File: src/rtl/led_counter_display.sv
// LED heartbeat counter: WIDTH-bit counter with a programmable tap window driving
// NUM_LEDS indicators in binary, Gray, bouncing-scanner or blink mode.
// Optional macro LED_COUNTER_DISPLAY_ACTIVE_LOW_EN inverts led (lit on low, off = all ones).
module led_counter_display #(
  parameter int unsigned WIDTH       = 30,
  parameter int unsigned NUM_LEDS    = 4,
  parameter int unsigned TAP_DEFAULT = WIDTH - NUM_LEDS
) (
  input  logic                     clk,
  input  logic                     reset_n,
  input  logic                     enable,
  input  logic                     clear,
  input  logic [1:0]               mode,
  input  logic [$clog2(WIDTH)-1:0] tap_sel,
  input  logic                     tap_load,
  output logic [WIDTH-1:0]         count,
  output logic [NUM_LEDS-1:0]      led,
  output logic                     wrap,
  output logic                     step
);

  localparam int unsigned TAP_W   = $clog2(WIDTH);
  localparam int unsigned MAX_TAP = WIDTH - NUM_LEDS;
  localparam int unsigned POS_W   = (NUM_LEDS > 1) ? $clog2(NUM_LEDS) : 1;
  localparam logic [POS_W-1:0] POS_LAST = POS_W'(NUM_LEDS - 1);

`ifdef LED_COUNTER_DISPLAY_ACTIVE_LOW_EN
  localparam logic [NUM_LEDS-1:0] LED_OFF = '1;
`else
  localparam logic [NUM_LEDS-1:0] LED_OFF = '0;
`endif

  logic [TAP_W-1:0]    tap;
  logic [POS_W-1:0]    pos;
  logic                dir_down;

  logic                inc_c;
  logic                tick_c;
  logic                roll_c;
  logic [WIDTH-1:0]    low_mask_c;
  logic [NUM_LEDS-1:0] slice_c;
  logic [NUM_LEDS-1:0] led_val_c;
  logic [WIDTH-1:0]    count_next;
  logic [TAP_W-1:0]    tap_next;
  logic [POS_W-1:0]    pos_next;
  logic                dir_next;

  // Increment qualification, tick detection and the displayed slice
  always_comb begin
    inc_c      = enable & ~clear;
    low_mask_c = ~({WIDTH{1'b1}} << tap);
    tick_c     = inc_c && ((count & low_mask_c) == low_mask_c);
    roll_c     = inc_c && (count == '1);
    slice_c    = NUM_LEDS'(count >> tap);
  end

  // Counter and tap next-state; out-of-range tap requests are dropped
  always_comb begin
    count_next = count;
    tap_next   = tap;
    if (clear) begin
      count_next = '0;
    end else if (enable) begin
      count_next = count + WIDTH'(1);
    end
    if (tap_load && (32'(tap_sel) <= MAX_TAP)) begin
      tap_next = tap_sel;
    end
  end

  // Bouncing scanner: reverse direction upon reaching either end
  always_comb begin
    pos_next = pos;
    dir_next = dir_down;
    if (clear) begin
      pos_next = '0;
      dir_next = 1'b0;
    end else if (tick_c && (NUM_LEDS > 1)) begin
      if (!dir_down) begin
        pos_next = pos + POS_W'(1);
        if (pos_next == POS_LAST) dir_next = 1'b1;
      end else begin
        pos_next = pos - POS_W'(1);
        if (pos_next == '0) dir_next = 1'b0;
      end
    end
  end

  // Display pattern selected by mode, from the pre-edge count and position
  always_comb begin
    led_val_c = '0;
    case (mode)
      2'b00:   led_val_c = slice_c;
      2'b01:   led_val_c = slice_c ^ (slice_c >> 1);
      2'b10:   led_val_c = NUM_LEDS'(1) << pos;
      default: led_val_c = {NUM_LEDS{slice_c[NUM_LEDS-1]}};
    endcase
  end

  always_ff @(posedge clk or negedge reset_n) begin
    if (!reset_n) begin
      count    <= '0;
      tap      <= TAP_W'(TAP_DEFAULT);
      pos      <= '0;
      dir_down <= 1'b0;
      wrap     <= 1'b0;
      step     <= 1'b0;
      led      <= LED_OFF;
    end else begin
      count    <= count_next;
      tap      <= tap_next;
      pos      <= pos_next;
      dir_down <= dir_next;
      wrap     <= roll_c;
      step     <= tick_c;
      led      <= led_val_c ^ LED_OFF;
    end
  end

endmodule

File: config.mk
export PLATFORM = sky130hd
export DESIGN_NAME = led_counter_display
export DESIGN_NICKNAME = d
export VERILOG_FILES = /design/src/rtl/led_counter_display.sv
export SDC_FILE = /design/constraint.sdc
export NUM_CORES = 1
export LEC_CHECK = 0
export BUFFER_PORTS_ARGS = -buffer_cell sky130_fd_sc_hd__buf_2
export CORE_MARGIN = 2
export CORE_UTILIZATION = 63
export CTS_CLUSTER_DIAMETER = 150
export DETAILED_ROUTE_END_ITERATION = 8
export PLACE_DENSITY = 0.88
export REMOVE_ABC_BUFFERS = 1
export SYNTH_ARGS = -nofsm -noshare
export SYNTH_HDL_FRONTEND = slang
export SYNTH_SLANG_ARGS = --single-unit
File: constraint.sdc
create_clock -name clk -period 4.2 [get_ports clk]
set_input_delay 0.21 -clock clk [delete_from_list [all_inputs] [get_ports clk]]
set_output_delay 0.21 -clock clk [all_outputs]
set_load 0.05 [all_outputs]
# Word-level counts from Yosys, hierarchy flattened
# Index checks and enable logic that the tools add are counted.
# word_totals
ff_bits,44
latchBits,0
ram_bits,0
rom_bits,0
input_bits,12
out_inout_bits,36
word_cells,42
mem_count,0
# op_classes
n_addsub,3
n_mul,0
n_div,0
n_lt_le_gt_ge,1
n_eq_ne,5
shift,3
muxes,11
bitwise_logic,5
n_reduce_logical,7
# op_table
op,count
$mux W30,2
$add A30 B1 Y30 const B,1
$and A30 B30 Y30,1
$eq A30 B30 Y1,1
$eq A30 B30 Y1 const B,1
$not A30 Y30,1
$shl A30 B5 Y30 const A,1
$shr A30 B5 Y4,1
$pmux W4 S3,1
$mux W2,3
$le A5 B5 Y1 const B,1
$mux W1,5
$eq A2 B2 Y1 const B,2
$logic_not A2 Y1,2
$reduce_bool A2 Y1,2
$shl A1 B2 Y4 const A,1
$xor A4 B3 Y4,1
$logic_and A1 B1 Y1,3
$add A2 B1 Y2 const B,1
$eq A2 B1 Y1 const B,1
$sub A2 B1 Y2 const B,1
$and A1 B1 Y1,1
$not A1 Y1,1

# Logic depth before layout (Yosys ltp)
# logic_depth
ltp_word,7
depth_mapped,10
depth_no_buf,7

# Worst setup path after synthesis
# OpenSTA, ideal clock, no wires.
# synth_timing
path_type,reg-to-reg
startpoint,reg count[13]
endpoint,reg count[27]
setup_time_ps,78
arrival_time_ps,2423
required_time_ps,4122
slack_ps,1699
stages_incl_launch_ff,7
path_buffers,1
synth_period_minus_slack_ps,2501
path_cell_list,dfrtp_1 -> buf_2 -> nand4_2 -> or4b_4 -> or3_4 -> or3_1 -> a21oi_1
# synth_between
elab_chain_len,3
# synth_rtl
item,line_no,rtl
"start, declared",16,"output logic [WIDTH-1:0] count,"
"start signal, assigned",110,count <= count_next;
$add A30 B1 Y30,64,count_next = count + WIDTH'(1);
$mux W30,63,end else if (enable) begin
$mux W30,61,if (clear) begin
# Every way passes these cells. The select of a mux whose other input is x is not followed.
# A chain may end at the register's enable or synchronous reset.

# Worst setup path after layout
# layout_timing
startpoint,reg tap[0]
endpoint,reg dir_down
# layout_between
elab_chain_len,6
# layout_rtl
item,line_no,rtl
"start, declared",33,logic [TAP_W-1:0] tap;
"start signal, assigned",103,tap <= TAP_W'(TAP_DEFAULT);
"start signal, assigned",111,tap <= tap_next;
$shl A30 B5 Y30 (*),51,low_mask_c = ~({WIDTH{1'b1}} << tap);
$not A30 Y30 (*),51,
$and A30 B30 Y30,52,tick_c = inc_c && ((count & low_mask_c) == low_mask_c);
$eq A30 B30 Y1 (*),52,
$logic_and A1 B1 Y1 (*),52,
$reduce_bool A2 Y1 (no line) (*),--,
"end signal, assigned",113,dir_down <= dir_next;
"end, declared",35,logic dir_down;
# Every way passes the cells marked *; elsewhere a longest branch is shown, timed or not.

==> parameters.txt <==
Parameter                              Value

Cells and area
  Number of nets in the layout ... 426
  Final core utilization ... 0.699
  ANT cells ... 0
  Fill cell instance count of the final layout ... 426
  Area added between synthesis and finish ... 8.35%
  Most frequent cells in the layout ... sky130_fd_sc_hd__buf_2 (47), sky130_fd_sc_hd__nor2_1 (43), sky130_fd_sc_hd__dfrtp_1 (41), sky130_fd_sc_hd__nand2_1 (21), sky130_fd_sc_hd__nand3_1 (19)
  Commonest non-fill, non-tap cell in the layout ... sky130_fd_sc_hd__buf_2
  Non-filler instance count after layout ... 481
  Share of post-route cells with drive strength above 1 ... 0.225

Logic synthesis
  Part of the Yosys area used for sequential elements ... 0.315
  #FFs+latches synth ... 44
  Number of flops mapped to enable cells by yosys ... 0
  Area fraction of the dominant cell type after synthesis ... 0.292
  Number of instances in the synthesized netlist ... 385
  Predominant post-synthesis flop cell ... sky130_fd_sc_hd__dfrtp_1
  Share of synthesized registers carrying an async set or reset ... 1.00
  Main area contributors after synthesis ... sky130_fd_sc_hd__dfrtp_1 (29%), sky130_fd_sc_hd__mux4_2 (7.7%), sky130_fd_sc_hd__nor2_1 (4.6%), sky130_fd_sc_hd__mux2_2 (4.2%), sky130_fd_sc_hd__xnor2_1 (4.0%)
  Number of different library cells in the post-synthesis netlist ... 67
  Combined area of all synthesized cells ... 3510 um2
  Yosys synthesis warning count ... 0
  Post-synthesis cell type with the largest combined area ... sky130_fd_sc_hd__dfrtp_1
  Avg Inst Size Synth ... 9.11 um2

Hold path
  Class of the tightest hold or removal check ... in2async

Global route
  Global route total overflow ... 0
  Global router's overall resource usage ... 0.313
  Maximum number of pins on one net before global-route repair ... 45
  Antenna violations before repair ... 0
  Vias in the first global route ... 2957
  Global-route wire length before repair ... 15100 um

Power
  P_sw ... 0.313 mW
  Power density normalized to cell area ... 253 nW/um2
  Sequential share of power ... 0.506
  Leakage ... 1.65 nW
  Pwr Total ... 0.960 mW
  Fraction of power consumed by the clock network ... 0.294
  Worst vdd ir ... 0.161 mV
  Combinational power share ... 0.200
  Switching Fraction ... 0.326
  Internal Pwr Total ... 0.647 mW

Setup path
  Capturing element of the worst setup path ... dir_down$_DFFE_PN0P_
  Crit-path max FO ... 20
  Reg-to-reg critical path startpoint ... tap[0]$_DFFE_PN0P_
  Worst path required time ... 4.40 ns
  R2R Setup Slk ... 1.35 ns
  Critical path class ... reg2reg
  Cell depth of the worst flop-to-flop path ... 6
  Worst-path cell chain ... clkinv_1, maj3_1, a221o_1, a41o_1, nand3_1, a2bb2o_1
  Reg-to-reg critical path endpoint ... dir_down$_DFFE_PN0P_
  Worst Setup SP ... tap[0]$_DFFE_PN0P_
  Critical path startpoint category ... flop
  Delay contributed by the slowest stage of the critical path ... 0.80 ns
  CP endpoint kind ... flop
  Cell with the biggest individual delay on the critical path ... sky130_fd_sc_hd__dfrtp_1
  WP data arrival ... 3.05 ns

Timing
  Final setup skew ... 0.00829 ns
  Crit path time final ... 2.85 ns
  Setup repair after global routing missed its margin ... no
  Post-route fraction of the period consumed by the critical path ... 0.679
  Count of final hold-check violations ... 0
  Final setup slack of the worst path ... 1.35 ns
  Endpoints failing setup ... 0
  Transition time at the pin with the least slew margin ... 0.976 ns
  Max-slew violation count ... 0
  Relative max-transition margin ... 0.349
  Peak Freq ... 351 MHz
  Total Negative Setup Slacks ... 0 ns

Floorplan
  Chip Width ... 78.6 um
  # IOs ... 48
  Die span in y ... 78.6 um
  FP Rows ... 27
  Placeable core region ... 5440 um2
  Overall die area ... 6180 um2
  Effective utilization at floorplan ... 0.645

Drt
  Residual antenna-violating net count after detailed routing ... 0
  Vias after detailed routing ... 3237
  DRC errors left ... 0
  WL per Instance ... 19.5 um
  Routed vias/inst ... 6.73
  Number of detailed-route iterations in the first pass ... 6
  Post-detailed-routing wire length ... 9390 um
  First-iteration detailed-routing DRC count ... 650

CTS
  Clk slew on worst S/H paths ... 0.09 ns
  Insertion delay to the later sink of the worst-skew pair ... 0.30 ns
  Num CTS Buffers ... 5
  # H-tree levels ... 2
  Number of hold-repair buffers added at the cts stage ... 0
  Longest Clk Path Bufs ... 2
  Buffer cell driving the clock tree root ... sky130_fd_sc_hd__clkbuf_8
  Clock tree from TritonCTS ... built
  CTS-repair resized insts ... 0
  Count of buffers added by post-CTS timing repair for setup ... 0
  Sinks on the clock net ... 44

Run status
  Result of the run ... completed

Placed design
  Global placer's final weighted congestion ... 1.02
  Cell count after placement ... 473
  Post-detail-place hpwl ... 6460 um
  Buffers on Ports ... 47
  Pre-CTS setup slack ... 1.41 ns

Job
  Total of max-cap violations ... 0
## Yosys cell counts, types with 11 or more instances
cell                        n
sky130_fd_sc_hd__nor2_1    43
sky130_fd_sc_hd__dfrtp_1   41
sky130_fd_sc_hd__nand2_1   21
sky130_fd_sc_hd__clkbuf_1  19
sky130_fd_sc_hd__nand3_1   19
sky130_fd_sc_hd__xnor2_1   16
sky130_fd_sc_hd__inv_1     14
sky130_fd_sc_hd__a21oi_1   13
sky130_fd_sc_hd__buf_2     13
sky130_fd_sc_hd__mux2_2    13
sky130_fd_sc_hd__nor3_1    13
sky130_fd_sc_hd__xor2_1    13
sky130_fd_sc_hd__mux4_2    12
sky130_fd_sc_hd__nand4_1   12
sky130_fd_sc_hd__mux2i_1   11
sky130_fd_sc_hd__o21ai_0   11
## through the flow
| stage | hold slack [ns] | cell area (um2) |
|---|---|---|
| after floorplan | -0.0856 | 3370 |
| after global placement | 0.409 | 3710 |
| after detailed placement | 0.420 | 3710 |
| after CTS | 0.0926 | 3800 |
| after global routing | 0.149 | 3800 |
| final | 0.0656 | 3800 |
## routing by layer
| layer | vias up | track usage | wire length, um |
|---|---|---|---|
| met5 | - | 0 | 0 |
| met4 | 0 | 0.100 | 205 |
| met3 | 29 | 0.0575 | 987 |
| met2 | 237 | 0.501 | 4420 |
| met1 | 1516 | 0.434 | 3770 |
| li1 | 1455 | - | - |
## kinds of logic (layout without fill, tap and decap cells)
family          after synthesis  in the layout  synth area share
buf+inv                      48             72            0.0563
fa+ha+maj                     7              7            0.0243
simple gates                149            149             0.220
flops                        44             44             0.315
xor+xnor                     29             29            0.0724
mux                          39             39             0.173
compound gates               69             69             0.140
## registers in the layout, summed over array words and instances, names as in the netlist
name      cells
count        30
tap           5
led           4
pos           2
dir_down      1
step          1
wrap          1
## how the worst min path moves through the flow
stage          slack (ns)       start              endpoint
6_report             0.07     reset_n  count[0]$_DFFE_PN0P_
5_1_grt              0.15  tap_sel[2]    tap[2]$_DFFE_PN0P_
4_1_cts              0.09     reset_n      led[1]$_DFF_PN0_
3_5_place_dp         0.42     reset_n  count[0]$_DFFE_PN0P_
3_3_place_gp         0.41     reset_n  count[2]$_DFFE_PN0P_
2_1_floorplan       -0.09     reset_n  count[0]$_DFFE_PN0P_
## final cells by class
class	instances	area [um2]	share of cell area
timing repair buffer	49	250	0.0658
inverter	15	56.3	0.0148
sequential	44	1100	0.291
tap	72	90.1	0.0237
clock buffer	7	86.3	0.0227
clock inverter	1	7.51	0.00197
multi-input combinational	293	2210	0.580
## worst max-delay path: cells and delay by family (launching register included)
kind / cells / cell delay [ns]
buf+inv: 1 / 0.47
compound gates: 3 / 0.83
simple gates: 1 / 0.18
fa+ha+maj: 1 / 0.45
flops: 1 / 0.80
## power by group through the flow
stage               clock (mW)  combinational, mW  sequential, mW
finish                   0.282              0.192           0.486
global route             0.302              0.206           0.490
CTS                      0.287              0.188           0.483
detailed placement           0              0.187           0.492
global placement             0              0.183           0.490
floorplan                    0              0.105           0.507
(Power assumes the default switching activity.)
